<file path="src/rtl/fft_frame_scheduler.sv">
// fft_frame_scheduler: captures a streamed frame, hands it to an FFT engine,
// then streams the engine's result bins out under valid/ready backpressure.
module fft_frame_scheduler #(
    parameter int WIDTH   = 32,
    parameter int SAMPLES = 16,
    parameter int TIMEOUT = 256
) (
    input  logic                          clk,
    input  logic                          rst,
    input  logic [WIDTH-1:0]              sample_in,
    input  logic                          sample_valid,
    output logic                          sample_ready,
    output logic [SAMPLES-1:0][WIDTH-1:0] fft_samples,
    output logic                          fft_start,
    input  logic [SAMPLES-1:0][WIDTH-1:0] fft_result,
    input  logic                          fft_done,
    output logic [WIDTH-1:0]              bin_out,
    output logic [$clog2(SAMPLES)-1:0]    bin_idx,
    output logic                          bin_valid,
    input  logic                          bin_ready,
    output logic                          bin_last,
    output logic                          err_timeout,
    input  logic                          err_clr,
    output logic [15:0]                   frames_done
);
    localparam int IW = $clog2(SAMPLES);
    localparam int CW = IW + 1;
    localparam int TW = $clog2(TIMEOUT + 1);
    localparam logic [CW-1:0] CAP_FULL = CW'(SAMPLES);
    localparam logic [IW-1:0] PTR_LAST = IW'(SAMPLES - 1);
    localparam logic [TW-1:0] WAIT_MAX = TW'(TIMEOUT - 1);

    typedef enum logic [1:0] {E_IDLE, E_START, E_BUSY, E_DRAIN} state_t;

    state_t                        r_state;
    logic [1:0]                    r_rst_sync;
    logic [CW-1:0]                 r_cap_cnt;
    logic [SAMPLES-1:0][WIDTH-1:0] r_cap;
    logic [SAMPLES-1:0][WIDTH-1:0] r_res;
    logic [IW-1:0]                 r_ptr;
    logic [TW-1:0]                 r_wait;
    logic                          w_rst_n;
    logic                          w_cap_fire;
    logic                          w_bin_fire;
    logic                          w_timeout;
    logic                          w_handoff;

    // Assertion is immediate; release reaches the logic two edges later
    always_ff @(posedge clk or negedge rst) begin
        if (!rst) r_rst_sync <= 2'b00;
        else      r_rst_sync <= {r_rst_sync[0], 1'b1};
    end
    assign w_rst_n = r_rst_sync[1];

    assign sample_ready = (r_cap_cnt < CAP_FULL);
    assign w_cap_fire   = sample_valid && sample_ready;
    assign w_handoff    = (r_state == E_IDLE) && (r_cap_cnt == CAP_FULL);
    assign bin_valid    = (r_state == E_DRAIN);
    assign bin_idx      = r_ptr;
    assign bin_out      = bin_valid ? r_res[r_ptr] : '0;
    assign bin_last     = bin_valid && (r_ptr == PTR_LAST);
    assign w_bin_fire   = bin_valid && bin_ready;
    assign w_timeout    = (r_state == E_BUSY) && !fft_done
                          && (r_wait == WAIT_MAX);

    always_ff @(posedge clk or negedge w_rst_n) begin
        if (!w_rst_n) begin
            r_cap_cnt <= '0;
            r_cap     <= '0;
        end else if (w_handoff) begin
            r_cap_cnt <= '0;
        end else if (w_cap_fire) begin
            r_cap[r_cap_cnt[IW-1:0]] <= sample_in;
            r_cap_cnt                <= r_cap_cnt + CW'(1);
        end
    end

    always_ff @(posedge clk or negedge w_rst_n) begin
        if (!w_rst_n) begin
            r_state     <= E_IDLE;
            fft_samples <= '0;
            fft_start   <= 1'b0;
            r_res       <= '0;
            r_ptr       <= '0;
            r_wait      <= '0;
            err_timeout <= 1'b0;
            frames_done <= '0;
        end else begin
            fft_start <= 1'b0;
            if (w_timeout)    err_timeout <= 1'b1;
            else if (err_clr) err_timeout <= 1'b0;
            unique case (r_state)
                E_IDLE: begin
                    if (w_handoff) begin
                        fft_samples <= r_cap;
                        r_state     <= E_START;
                    end
                end
                E_START: begin
                    fft_start <= 1'b1;
                    r_wait    <= '0;
                    r_state   <= E_BUSY;
                end
                E_BUSY: begin
                    if (fft_done) begin
                        r_res   <= fft_result;
                        r_ptr   <= '0;
                        r_state <= E_DRAIN;
                    end else if (w_timeout) begin
                        r_state <= E_IDLE;
                    end else begin
                        r_wait <= r_wait + TW'(1);
                    end
                end
                E_DRAIN: begin
                    if (w_bin_fire) begin
                        r_ptr <= r_ptr + IW'(1);
                        if (bin_last) begin
                            r_state     <= E_IDLE;
                            frames_done <= frames_done + 16'd1;
                        end
                    end
                end
                default: r_state <= E_IDLE;
            endcase
        end
    end
endmodule
</file>
<file path="config.mk">
export PLATFORM = sky130hd
export DESIGN_NAME = fft_frame_scheduler
export DESIGN_NICKNAME = d
export VERILOG_FILES = /design/src/rtl/fft_frame_scheduler.sv
export SDC_FILE = /design/constraint.sdc
export NUM_CORES = 2
export LEC_CHECK = 0
export ABC_CLOCK_PERIOD_IN_PS = 49800
export CORE_MARGIN = 3
export CORE_UTILIZATION = 35
export DETAILED_ROUTE_END_ITERATION = 8
export PLACE_DENSITY_LB_ADDON = 0.1
export SYNTH_ARGS = -nofsm -noshare
export SYNTH_HDL_FRONTEND = slang
export SYNTH_SLANG_ARGS = --single-unit
export TNS_END_PERCENT = 1
</file>
<file path="constraint.sdc">
create_clock -name clk -period 49.8 [get_ports clk]
set_clock_uncertainty 0.05 [all_clocks]
set_input_delay 9.96 -clock clk [delete_from_list [all_inputs] [get_ports clk]]
set_output_delay 9.96 -clock clk [all_outputs]
set_load 0.1 [all_outputs]
</file>
==> flow_metrics.env <==
export IMPL_met3WireLength_mm=15.29
export IMPL_dr_pass1_iters=6
export IMPL_drc=0
export IMPL_hold_viol=0
export IMPL_maxUsedRoutingLayer="met5"
export IMPL_hold_path_class="reg -> reg"
export IMPL_fp_dieH_um=432.9
export IMPL_placedInstanceArea_mm2=0.07659
export IMPL_crit_required_ns=39.79
export IMPL_avgViaCountPerCell=5.012
export IMPL_area_growth_pct=29.72
export IMPL_power_frac_clock=0.284
export IMPL_hpwl_mm=186.4
export IMPL_synth_seq_cells=1576
export IMPL_ys_seq_area_frac=0.6182
export IMPL_die_area_mm2=0.1874
export IMPL_period_minus_slack_ns=15.76
export IMPL_met2_length_mm=130.4
export IMPL_ir_drop_v=0.00005760
export IMPL_switchingPower_uw=1741
export IMPL_ys_warn_count=0
export IMPL_maxCapViolations=0
export IMPL_max_stage_delay_ns=1.02
export IMPL_clk_pin_slew_ns=0.06
export IMPL_r2r_setup_slack_ns=44.04
export IMPL_synth_avg_cell_area_um2=10.40
export IMPL_wl_per_cell_um=27.30
export IMPL_gp_congestion=0.9600
export IMPL_grt_pass1_vias=48738
export IMPL_antenna_found_initial=136
export IMPL_multiInputGateArea_mm2=0.02235
export IMPL_routed_wl_mm=265.7
export IMPL_postSynthCellCount=6131
export IMPL_cts_tree="done"
export IMPL_yosys_area_share_adder=0.001569
export IMPL_synth_compound_area_share=0.01328
export IMPL_clk_insertion_delay_late_ns=0.82
export IMPL_crit_top_cell="buf_4"
export IMPL_grt_use_total=0.2790
export IMPL_ant_nets=0
export IMPL_final_seq_area_mm2=0.03945
export IMPL_grt_start_max_net_pins=226
export IMPL_synthesis_area_mm2=0.06379
export IMPL_cts_root_buffer="clkbuf_16"
export IMPL_worstSetupPathType="reg -> out"
export IMPL_post_cts_buffers=0
export IMPL_rsz0062_at_grt="false"
export IMPL_hold_buffers=0
export IMPL_die_w_um=432.9
export IMPL_cpMaxStageDelayCell="clkdlybuf4s50_1"
export IMPL_drt_iter0_markers=4267
export IMPL_synth_mux_area_fraction=0.1323
export IMPL_intPower_uw=2986
export IMPL_setup_tns_ns=0
export IMPL_fin_area_mm2=0.08275
export IMPL_cts_resized=0
export IMPL_cp_end_kind="output port"
export IMPL_setup_violations=0
export IMPL_io_buffers=1118
export IMPL_rows=156
export IMPL_combPwrFrac=0.305
export IMPL_numCtsBuffers=180
export IMPL_cp_arrival_ns=5.75
export IMPL_p_per_area_mw_per_mm2=57.12
export IMPL_drive_gt1_frac=0.1311
export IMPL_cp_cell_sequence="buf_4 > buf_4 > mux4_2 > o211ai_1 > nand2_1 > clkdlybuf4s50_1"
export IMPL_ios=1119
export IMPL_pwr_share_seq=0.411
export IMPL_synth_simple_area_share=0.1977
export IMPL_sw_frac_of_total=0.3683
export IMPL_grt_pass1_wl_mm=373.0
export IMPL_leakage_uw=0.04100
export IMPL_status="finished, final reports clean"
export IMPL_core_area_mm2=0.1809
export IMPL_timing_fmax_mhz=63.46
export IMPL_yosysUniqueCellTypes=42
export IMPL_num_vias=48790
export IMPL_post_route_period_util=0.3164
export IMPL_critical_path_peak_fanout=55
export IMPL_initial_core_util=0.3526
export IMPL_htreeDepth=4
export IMPL_synth_top_family_by_area="simple AND/OR/NAND/NOR gates"
export IMPL_worst_pin_slew_ns=1.236
export IMPL_overflow=0
export IMPL_maxSlewViolCount=0
export IMPL_relSlewSlack=0.1732
export IMPL_synthXorXnorAreaFrac=0.003295
export IMPL_cp_start_kind="flip-flop"
export IMPL_wl_met1_mm=107.1
export IMPL_cts_sinks=1576
export IMPL_nets=7700
export IMPL_synth_fp_nets=6689
export IMPL_nFillCells=17214
export IMPL_clockBufferDepth=3
-- critical path, delay by kind of cell (launching register included) --
family / cells / cell delay [ns]
buffers and inverters: 3 / 2.92
flip-flops: 1 / 0.89
multiplexers: 1 / 0.60
AND/OR/NAND/NOR: 1 / 0.20
AO/OA/AOI/OAI: 1 / 0.17
-- cell usage after synthesis (all sizes together) --
master | instances | area (um2)
nand2 | 3124 | 11730
dfrtp | 1576 | 39440
mux2 | 515 | 5799
buf | 264 | 1693
mux2i | 192 | 1922
clkbuf | 109 | 409.1
a22oi | 96 | 720.7
nand3 | 74 | 370.4
mux4 | 32 | 720.7
nor2 | 30 | 132.6
nand2b | 26 | 162.7
xnor2 | 14 | 122.6
xor2 | 10 | 87.58
inv | 9 | 33.78
o211ai | 9 | 67.56
ha | 8 | 100.1
nand4 | 8 | 56.30
and3 | 6 | 37.54
nor3 | 4 | 20.02
o21ai | 4 | 20.02
a21oi | 3 | 15.01
nor2b | 3 | 18.77
nor4 | 2 | 18.77
or3 | 2 | 12.51
and2 | 1 | 6.260
conb | 1 | 3.750
nand3b | 1 | 7.510
nand4bb | 1 | 11.26
nor3b | 1 | 7.510
nor4b | 1 | 8.760
o22ai | 1 | 6.260
o2bb2ai | 1 | 8.760
o32ai | 1 | 8.760
or2 | 1 | 6.260
or4b | 1 | 10.01
-- final cells by class --
class / count / area share
clock buffer: 270 / 0.06459
antenna: 78 / 0.002359
multi-input combinational: 4173 / 0.2701
timing repair buffer: 1202 / 0.1426
sequential: 1576 / 0.4767
tap: 2370 / 0.03583
inverter: 9 / 0.0004082
clock inverter: 57 / 0.007454
-- placed cells by master, fill, tap and decap left out, types with 3 or more instances in the layout --
cell type	instances
inv_1	9
nand2_1	3124
clkbuf_8	46
inv_16	6
buf_12	7
mux2i_1	192
nor2_4	13
mux2_1	23
nand3_1	70
xnor2_1	14
inv_6	3
nand3_2	4
clkinv_8	4
nand2b_1	26
and3_1	6
o211ai_1	9
nor3_1	3
diode_2	78
xor2_1	10
clkbuf_1	42
clkbuf_16	182
o21ai_0	4
mux2_2	492
ha_1	8
clkinvlp_4	4
a21oi_1	3
nor2_1	16
dfrtp_1	1572
clkinv_2	33
bufinv_16	6
clkdlybuf4s50_1	1087
a22oi_1	96
buf_4	95
mux4_2	32
buf_2	13
nand4_1	7
-- metal layers --
| layer | GRT usage | vias up |
|---|---|---|
| li1 | - | 21651 |
| met1 | 0.3495 | 25037 |
| met2 | 0.4592 | 1619 |
| met3 | 0.05296 | 473 |
| met4 | 0.1443 | 10 |
| met5 | 0 | - |
-- power by group through the flow --
stage               logic [uW]  registers (uW)  clock network [uW]
floorplan                  997            1910                   0
global route              1550            1980                1420
CTS                       1450            1940                1370
detailed placement        1440            1950                   0
finish                    1440            1940                1340
global placement          1420            1950                   0
-- cells by family (layout without fill, tap and decap cells) --
kind of cell	after synthesis	after routing
simple gates	3286	3286
fa+ha+maj	8	8
other cells	1	79
buf+inv	382	1538
xor+xnor	24	24
flops	1576	1576
compound gates	115	115
mux	739	739
-- flip-flops by register name, summed over array words and instances (netlist names) --
signal	cells
fft_samples	512
r_cap	512
r_res	512
frames_done	16
r_wait	9
r_cap_cnt	5
bin_idx	4
r_rst_sync	2
r_state	2
err_timeout	1
fft_start	1
-- worst paths after layout --
check,start,cells past startpoint,end
worst max-delay path,bin_idx[0],6,bin_out[25]
worst min-delay path,r_rst_sync[0],0,r_rst_sync[1]
min in group asynchronous,r_rst_sync[1],0,fft_samples[186]
worst max register to register,r_cap_cnt[0],10,fft_samples[193]
worst min register to register,r_rst_sync[0],0,r_rst_sync[1]
max in group asynchronous,rst,1,r_rst_sync[1]
-- metrics by stage --
stage	hold slack [ns]	setup slack [ns]	power [uW]	util	std cells
2_1_floorplan	0.2812	2.565	2910	-	6131
5_1_grt	0.3169	33.79	4954	0.4571	9716
3_5_place_dp	0.2918	34.90	3400	0.4233	9330
6_report	0.3006	34.04	4726	0.4573	9735
4_1_cts	0.3050	33.98	4754	0.4563	9657
3_3_place_gp	0.2896	34.98	3372	0.4233	9330
(Power assumes the default switching activity.)
